## src/rtl/lvds_panel_power_seq_pkg.sv

```systemverilog
// Shared definitions for the LVDS panel power sequencer: state codes and datapath widths.
package lvds_panel_power_seq_pkg;

  localparam int STATE_W = 3;
  localparam int CNT_W   = 32;

  typedef enum logic [STATE_W-1:0] {
    ST_OFF       = 3'd0,
    ST_PWR_UP    = 3'd1,
    ST_DATA_UP   = 3'd2,
    ST_RUN       = 3'd3,
    ST_BL_DOWN   = 3'd4,
    ST_DATA_DOWN = 3'd5,
    ST_OFF_HOLD  = 3'd6
  } state_t;

endpackage

```

## src/rtl/lvds_panel_power_seq_sync_2ff.sv

```systemverilog
// Two-flop synchroniser for asynchronous level inputs, cleared to 0 by reset.
module sync_2ff #(
  parameter int W = 1
) (
  input  logic         i_clk,
  input  logic         i_rst,
  input  logic [W-1:0] i_d,
  output logic [W-1:0] o_q
);

  logic [W-1:0] meta;

  always_ff @(posedge i_clk or posedge i_rst) begin
    if (i_rst) begin
      meta <= '0;
      o_q  <= '0;
    end else begin
      meta <= i_d;
      o_q  <= meta;
    end
  end

endmodule

```

## src/rtl/lvds_panel_power_seq.sv

```systemverilog
// LVDS panel power sequencer: VDD -> timing generator/LVDS TX -> backlight on the way up,
// reverse order on the way down, each step held for a minimum delay.
//
//   state      | meaning
//   OFF        | everything off, waiting for enable with PLL locked
//   PWR_UP     | VDD on, generator held in reset
//   DATA_UP    | generator released, LVDS TX driving
//   RUN        | backlight on, panel ready
//   BL_DOWN    | backlight off, data still running
//   DATA_DOWN  | generator reset, TX off, VDD still on
//   OFF_HOLD   | VDD off, enforcing minimum off time
module lvds_panel_power_seq
  import lvds_panel_power_seq_pkg::*;
#(
  parameter int unsigned CLK_PER_US    = 65,
  parameter int unsigned T_VDD_DATA_US = 20000,
  parameter int unsigned T_DATA_BL_US  = 200000,
  parameter int unsigned T_BL_DATA_US  = 200000,
  parameter int unsigned T_DATA_VDD_US = 20000,
  parameter int unsigned T_OFF_MIN_US  = 500000
) (
  input  logic               i_clk_65mhz,
  input  logic               i_rst,
  input  logic               i_enable,
  input  logic               i_pll_locked,
  output logic               o_vdd_en,
  output logic               o_gen_rst,
  output logic               o_tx_en,
  output logic               o_bl_en,
  output logic               o_ready,
  output logic               o_fault,
  output logic [STATE_W-1:0] o_state
);

  localparam logic [CNT_W-1:0] LIM_VDD_DATA = CNT_W'(T_VDD_DATA_US * CLK_PER_US - 1);
  localparam logic [CNT_W-1:0] LIM_DATA_BL  = CNT_W'(T_DATA_BL_US * CLK_PER_US - 1);
  localparam logic [CNT_W-1:0] LIM_BL_DATA  = CNT_W'(T_BL_DATA_US * CLK_PER_US - 1);
  localparam logic [CNT_W-1:0] LIM_DATA_VDD = CNT_W'(T_DATA_VDD_US * CLK_PER_US - 1);
  localparam logic [CNT_W-1:0] LIM_OFF_MIN  = CNT_W'(T_OFF_MIN_US * CLK_PER_US - 1);

  state_t           state, next_state;
  logic [CNT_W-1:0] cnt;
  logic [CNT_W-1:0] lim;
  logic             timed;
  logic             tc;
  logic             lock_s;
  logic             fault_set;
  logic             run_q;

  sync_2ff #(.W(1)) u_lock_sync (
    .i_clk (i_clk_65mhz),
    .i_rst (i_rst),
    .i_d   (i_pll_locked),
    .o_q   (lock_s)
  );

  always_comb begin
    lim   = '0;
    timed = 1'b1;
    case (state)
      ST_PWR_UP:    lim = LIM_VDD_DATA;
      ST_DATA_UP:   lim = LIM_DATA_BL;
      ST_BL_DOWN:   lim = LIM_BL_DATA;
      ST_DATA_DOWN: lim = LIM_DATA_VDD;
      ST_OFF_HOLD:  lim = LIM_OFF_MIN;
      default:      timed = 1'b0;
    endcase
  end

  assign tc = timed && (cnt == lim);

  // Lock loss is checked first so it alone decides whether the fault is recorded.
  always_comb begin
    next_state = state;
    fault_set  = 1'b0;
    case (state)
      ST_OFF:       if (i_enable && lock_s && !o_fault) next_state = ST_PWR_UP;
      ST_PWR_UP: begin
        if (!lock_s) begin
          fault_set  = 1'b1;
          next_state = ST_DATA_DOWN;
        end else if (!i_enable) next_state = ST_DATA_DOWN;
        else if (tc)            next_state = ST_DATA_UP;
      end
      ST_DATA_UP: begin
        if (!lock_s) begin
          fault_set  = 1'b1;
          next_state = ST_BL_DOWN;
        end else if (!i_enable) next_state = ST_BL_DOWN;
        else if (tc)            next_state = ST_RUN;
      end
      ST_RUN: begin
        if (!lock_s) begin
          fault_set  = 1'b1;
          next_state = ST_BL_DOWN;
        end else if (!i_enable) next_state = ST_BL_DOWN;
      end
      ST_BL_DOWN:   if (tc) next_state = ST_DATA_DOWN;
      ST_DATA_DOWN: if (tc) next_state = ST_OFF_HOLD;
      ST_OFF_HOLD:  if (tc) next_state = ST_OFF;
      default:      next_state = ST_OFF;
    endcase
  end

  always_ff @(posedge i_clk_65mhz or posedge i_rst) begin
    if (i_rst) begin
      state     <= ST_OFF;
      cnt       <= '0;
      o_fault   <= 1'b0;
      o_vdd_en  <= 1'b0;
      o_gen_rst <= 1'b1;
      o_tx_en   <= 1'b0;
      run_q     <= 1'b0;
    end else begin
      state <= next_state;
      if (next_state != state) cnt <= '0;
      else if (timed)          cnt <= cnt + 1'b1;
      if (fault_set)                        o_fault <= 1'b1;
      else if (state == ST_OFF && !i_enable) o_fault <= 1'b0;
      // Outputs decode next_state so pins move on the same edge as o_state.
      o_vdd_en  <= (next_state >= ST_PWR_UP) && (next_state <= ST_DATA_DOWN);
      o_tx_en   <= (next_state >= ST_DATA_UP) && (next_state <= ST_BL_DOWN);
      o_gen_rst <= !((next_state >= ST_DATA_UP) && (next_state <= ST_BL_DOWN));
      run_q     <= (next_state == ST_RUN);
    end
  end

  assign o_bl_en = run_q;
  assign o_ready = run_q;
  assign o_state = state;

endmodule

```

## config.mk

```make
export PLATFORM = sky130hd
export DESIGN_NAME = lvds_panel_power_seq
export DESIGN_NICKNAME = d
export VERILOG_FILES = /design/src/rtl/lvds_panel_power_seq_pkg.sv /design/src/rtl/lvds_panel_power_seq_sync_2ff.sv /design/src/rtl/lvds_panel_power_seq.sv
export SDC_FILE = /design/constraint.sdc
export NUM_CORES = 1
export LEC_CHECK = 0
export CAP_MARGIN = 20
export CORE_ASPECT_RATIO = 0.75
export CORE_MARGIN = 2
export CORE_UTILIZATION = 39
export CTS_CLUSTER_DIAMETER = 200
export DETAILED_ROUTE_END_ITERATION = 7
export GPL_ROUTABILITY_DRIVEN = 0
export GPL_TIMING_DRIVEN = 0
export SKIP_CTS_REPAIR_TIMING = 1
export SYNTH_ARGS = -nofsm -noshare
export SYNTH_HDL_FRONTEND = slang
export SYNTH_HIERARCHICAL = 1
export SYNTH_SLANG_ARGS = --single-unit
```

## constraint.sdc

```tcl
create_clock -name i_clk_65mhz -period 3.2 [get_ports i_clk_65mhz]
set_clock_uncertainty 0.2 [all_clocks]
set_input_delay 0.64 -clock i_clk_65mhz [delete_from_list [all_inputs] [get_ports i_clk_65mhz]]
set_output_delay 0.64 -clock i_clk_65mhz [all_outputs]
set_load 0.01 [all_outputs]
```

==> results of run 1 <==
-- metal layers --
metal,vias up,track usage
li1,1030,-
met1,991,0.2599
met2,34,0.2485
met3,5,0.03996
met4,0,0.03756
met5,-,0
-- sequential cells by signal, indices dropped and copies added (netlist names) --
| register | cells |
|---|---|
| cnt | 32 |
| o_bl_en | 1 |
| o_fault | 1 |
| o_gen_rst | 1 |
| o_state | 3 |
| o_tx_en | 1 |
| o_vdd_en | 1 |
| u_lock_sync/meta | 1 |
| u_lock_sync/o_q | 1 |
-- Yosys cell counts, drive strengths merged (2+ instances only) --
cell type	n	area (µm²)
nor2	47	176.4
dfrtp	41	1026
nand2	20	75.07
xor2	20	175.2
nand3	15	75.07
o21ai	13	65.06
nand4	12	90.09
xnor2	12	105.1
buf	10	57.55
clkbuf	7	27.52
inv	7	26.28
nor3	6	30.03
or4	6	45.04
nor4	5	52.55
a21oi	4	20.02
and2	4	27.53
and3b	4	35.03
o211ai	4	30.03
and3	3	18.77
and4	3	26.28
nand2b	3	18.77
nor2b	3	18.77
o31a	3	26.28
or3	3	18.77
a22o	2	17.52
a22oi	2	15.01
a2bb2oi	2	17.52
nand3b	2	15.01
nor4b	2	17.52
nor4bb	2	20.02
-- final timing paths --
| path | to | slack [ps] | depth (start not counted) | start |
|---|---|---|---|---|
| worst max-delay path | o_gen_rst$_DFF_PP1_ | 220 | 7 | o_state[2]$_DFF_PP0_ |
| worst min-delay path | u_lock_sync/o_q$_DFF_PP0_ | 160 | 0 | u_lock_sync/meta$_DFF_PP0_ |
| worst max register to register | o_gen_rst$_DFF_PP1_ | 220 | 7 | o_state[2]$_DFF_PP0_ |
| worst min register to register | u_lock_sync/o_q$_DFF_PP0_ | 160 | 0 | u_lock_sync/meta$_DFF_PP0_ |
| max in group asynchronous | cnt[13]$_DFFE_PP0P_ | 1610 | 2 | i_rst |
| min in group asynchronous | u_lock_sync/o_q$_DFF_PP0_ | 330 | 2 | i_rst |
-- layout make-up --
class	count	area share
clock inverters	1	0.01050
repair buffers	12	0.04201
inverters	7	0.009190
well taps	81	0.03545
multi-input cells	215	0.4762
flip-flops and latches	42	0.3681
clock buffers	6	0.02888
plain buffers	17	0.02976
-- power by group through the flow --
stage          logic [mW]  registers (mW)  clock network (mW)
2_1_floorplan     0.00948           0.542                   0
3_3_place_gp       0.0171           0.543                   0
3_5_place_dp       0.0174           0.543                   0
4_1_cts            0.0174           0.532               0.446
5_1_grt            0.0195           0.532               0.468
6_report           0.0160           0.532               0.432
-- cell families after synthesis --
family / count (synthesis)
AOI/OAI and AO/OA: 38
xor gates and xnor gates: 32
adders and majority gates: 1
buffers and inverters: 24
DFF: 42
muxes: 1
and+or+nand+nor: 143
-- critical path, stage by stage, from the launching register on --
cell and delay (ps):
dfrtp_1 380, buf_4 160, nor3_1 550, nor2_1 280, o31ai_4 320, nand4_4 170, or4_1 610, and3b_1 220
-- per-stage QoR --
step                      hold WS (ps)  utilization  power (mW)  instance area, µm²  setup slack, ps
after floorplan                  131.2            -      0.5519                2525            683.0
after global placement           139.9       0.4368      0.5597                2746            290.8
after detailed placement         144.4       0.4368      0.5600                2746            278.5
after CTS                        163.0       0.4547      0.9951                2859            254.7
after global routing             173.7       0.4547       1.020                2859            41.06
final                            159.4       0.4547      0.9798                2859            221.0
==> results_dict.tcl, run 1 <==
set metrics [dict create \
    route.detailed.drc 0 \
    antenna_cells 0 \
    layout_common_cells "nor2_1, dfrtp_1, nand2_1, xor2_1, nand3_1" \
    antenna_found_initial 0 \
    fin_nets 305 \
    fillCellCount 621 \
    io_buffers 12 \
    synthXorXnorAreaFrac 0.1110 \
    synth_compound_area_frac 0.1075 \
    synth-seq-area-share 0.4167 \
    dr.pass1.iters 4 \
    hold_viol_final 0 \
    rsz0062_at_grt "false" \
    dp_hpwl_um 4258 \
    avgSynthCellArea_um2 8.985 \
    synth_top_family_by_area "simple AND/OR/NAND/NOR gates" \
    wl_met3_um 279 \
    ys_warn_count 6 \
    p_comb_frac 0.016 \
    crit_arrival_ps 3000 \
    ant_nets 0 \
    place_inst 374 \
    synthesis.nets 286 \
    p_int_mw 0.7853 \
    synth_enable_flop_cells 0 \
    synth_ff_type "dfrtp_1" \
    cts_tree "built" \
    syn_area_um2 2525 \
    setup_viol 0 \
    synth.area.mux_share 0.003964 \
    wl_met2_um 2364 \
    irDropWorstVdd_mv 0.1756 \
    ys_seq_elements 42 \
    topRoutingLayerUsed "met4" \
    synth_cell_types 51 \
    cap_violations 0 \
    wl_met1_um 3049 \
    finalSetupTns_ps 0 \
    clkSinkCount 42 \
    ios 13 \
    fmax_ghz 0.3357 \
    clockPowerShare 0.441 \
    synthSimpleGateAreaFrac 0.3117 \
    grt_pass1_wl_um 9798 \
    cts_root_buf "clkbuf_8" \
    fin_crit_sh 0.9309 \
    cp_max_fo 9 \
    start_util 0.4016 \
    final_common_cell "nor2_1" \
    tightest_slew_ps 845.7 \
    hold_path.class "reg2reg" \
    synthAdderAreaFrac 0.004955 \
    route.vias.total 2060 \
    clk_latency_ps 290 \
    grt_pass1_vias 1986 \
    detail_route.iter0.violations 103 \
    switching_power_mw 0.1946 \
    power.density_nw_per_um2 342.7 \
    wl_per_cell_um 15.06 \
    slew_headroom 0.4354 \
    status "completed" \
    die-area_um2 7140 \
    p_sw_frac 0.1986 \
    cp.required_ps 3230 \
    htree_levels 2 \
    crit_type "reg2reg" \
    clk_pin_slew_worst_paths_ps 80 \
    multi_input_area_um2 1361 \
    synth_cells 281 \
    register_area_um2 1052 \
    pwr-share-seq 0.543 \
    synthToLayoutAreaGrowth_pct 13.23 \
    cp-end-kind "flip-flop" \
    die-width_um 96.91 \
    routed_wirelength_um 5736 \
    core_area_um2 6287 \
    layout_min_cycle_time_ps 2979 \
    die_h_um 73.68 \
    drive_gt1_frac 0.09000 \
    grt_max_degree 41 \
    vias_per_cell 5.407 \
    grt-ovfl-total 0 \
    grt_use_total 0.1717 \
    start_kind "flip-flop" \
    stdcell_count 381 \
    async_flop_share 1.000 \
    cts_buffers 5 \
    rows 25 \
    clockBufferDepth 2 \
    maxSlewViolCount 0 \
    leakage_nw 1.207 \
]
(Power assumes the default switching activity.)
==> run 2, diff against run 1 <==
Settings changed: CORE_UTILIZATION 39 to 54, PLACE_DENSITY set to 0.76.
Clock period 3.2 ns to 2.53 ns, I/O delays scaled along.
==> results_dict.tcl, run 2 (same netlist as run 1, synthesis figures left out) <==
set metrics [dict create \
    vias_per_cell 6.070 \
    synthToLayoutAreaGrowth_pct 24.33 \
    critPathCapture "o_state[1]$_DFF_PP0_" \
    grt_use_total 0.2299 \
    switching_power_mw 0.2442 \
    total_power_mw 1.217 \
    die-area_um2 5245 \
    critPathLaunch "o_state[1]$_DFF_PP0_" \
    tightest_slew_ps 817.6 \
    route.detailed.drc 0 \
    detail_route.iter0.violations 189 \
    cp_max_fo 8 \
    die_h_um 63.22 \
    status "complete, but fails checks" \
    irDropWorstVdd_mv 0.3175 \
    cp-end-kind "flip-flop" \
    clk_pin_slew_worst_paths_ps 70 \
    power.density_nw_per_um2 387.7 \
    min-delay-start "u_lock_sync/meta$_DFF_PP0_" \
    final_area_um2 3139 \
    multi_input_area_um2 1496 \
    clockPowerShare 0.430 \
    whs_ps 159.9 \
    rr_worst_depth 9 \
    start_kind "flip-flop" \
    drive_gt1_frac 0.2032 \
    layout_min_cycle_time_ps 2605 \
    grt-ovfl-total 0 \
    cts_buffers 5 \
    fmax_ghz 0.3839 \
    final_common_cell "nor2_1" \
    fin_crit_sh 1.030 \
    ios 13 \
    start_util 0.5620 \
    die-width_um 82.96 \
    slew_headroom 0.4541 \
    largest_reg_flops 32 \
    largest_register "cnt" \
    p_int_mw 0.9728 \
    core_area_um2 4493 \
    place_worst_setup_slack_ps -636.7 \
    r2r_start "o_state[1]$_DFF_PP0_" \
    hold_path.class "reg2reg" \
    reg2reg_slack_ps -70 \
    htree_levels 2 \
    rows 21 \
    cts_tree "built" \
    io_buffers 12 \
    cap_violations 0 \
    leakage_nw 1.329 \
    r2r_end "o_state[1]$_DFF_PP0_" \
    ant_nets 0 \
    p_comb_frac 0.017 \
    violations "setup timing" \
    fin_nets 319 \
    register_area_um2 1056 \
    wl_per_cell_um 16.33 \
    antenna_found_initial 0 \
    grt_max_degree 41 \
    p_sw_frac 0.2007 \
    layout_common_cells "nor2_1, dfrtp_1, nand2_1, xor2_1" \
    pwr-share-seq 0.553 \
    route.vias.total 2258 \
    setup_viol 3 \
    dr.pass1.iters 7 \
    grt_pass1_wl_um 9597 \
    grt_pass1_vias 1934 \
    rsz0062_at_grt "true" \
    maxSlewViolCount 0 \
    clockBufferDepth 2 \
    crit_type "reg2reg" \
    placed_area_um2 2716 \
    antenna_cells 0 \
    hold_viol_final 0 \
    clkSinkCount 42 \
    crit_arrival_ps 2640 \
    cp.required_ps 2560 \
    clk_latency_ps 300 \
    routed_wirelength_um 6073 \
    layout_setup_ws_ps -74.87 \
    fillCellCount 329 \
    cts_root_buf "clkbuf_8" \
    dp_hpwl_um 3881 \
]
[run 2: changes by cell type in the layout (fill, tap and decap cells not counted), sizes merged]
cell / previous run / this run
clkbuf: 13 / 12
buf: 10 / 26
[run 2: critical path, cell delays in order (launching register included)]
cell and delay (ps):
dfrtp_2 490, buf_6 140, nor3_4 50, or4_4 520, buf_6 150, o31ai_4 70, nand4_4 220, buf_6 180
or4_4 470, nand3_2 70
[run 2: worst min-delay path by stage]
stage,endpoint,slack (ps),depth (start not counted)
detailed placement,u_lock_sync/o_q$_DFF_PP0_,140,0
floorplan,u_lock_sync/meta$_DFF_PP0_,50,1
finish,u_lock_sync/o_q$_DFF_PP0_,160,0
global placement,u_lock_sync/o_q$_DFF_PP0_,130,0
CTS,u_lock_sync/o_q$_DFF_PP0_,160,0
global route,u_lock_sync/o_q$_DFF_PP0_,170,0
[run 2: final cells by class]
class,count,area share
inverter,7,0.008370
sequential,42,0.3364
timing repair buffer,27,0.08290
clock buffer,7,0.02431
tap,57,0.02272
buffer,16,0.03906
multi-input combinational,215,0.4767
clock inverter,1,0.009566
[run 2: metal layers]
metal	track usage	share of wire	up-vias	wire length [µm]
met2	0.3296	0.44	101	2671
met3	0.05505	0.061	11	369
li1	-	-	1066	-
met5	0	0	-	0
met1	0.3367	0.48	1080	2942
met4	0.08811	0.015	0	89
[run 2: metrics by stage]
| step | instances | utilization | TNS (ps) |
|---|---|---|---|
| 4_1_cts | 358 | 0.6282 | -22050 |
| 3_3_place_gp | 350 | 0.6046 | -18140 |
| 2_1_floorplan | 281 | - | 0 |
| 5_1_grt | 372 | 0.6987 | -627.0 |
| 6_report | 372 | 0.6987 | -174.3 |
| 3_5_place_dp | 350 | 0.6046 | -20910 |
[run 2: power groups by stage]
stage | sequential, mW | clock, mW | combinational [mW]
2_1_floorplan | 0.686 | 0 | 0.0120
3_3_place_gp | 0.686 | 0 | 0.0206
3_5_place_dp | 0.686 | 0 | 0.0215
4_1_cts | 0.673 | 0.533 | 0.0214
5_1_grt | 0.673 | 0.563 | 0.0242
6_report | 0.673 | 0.524 | 0.0202
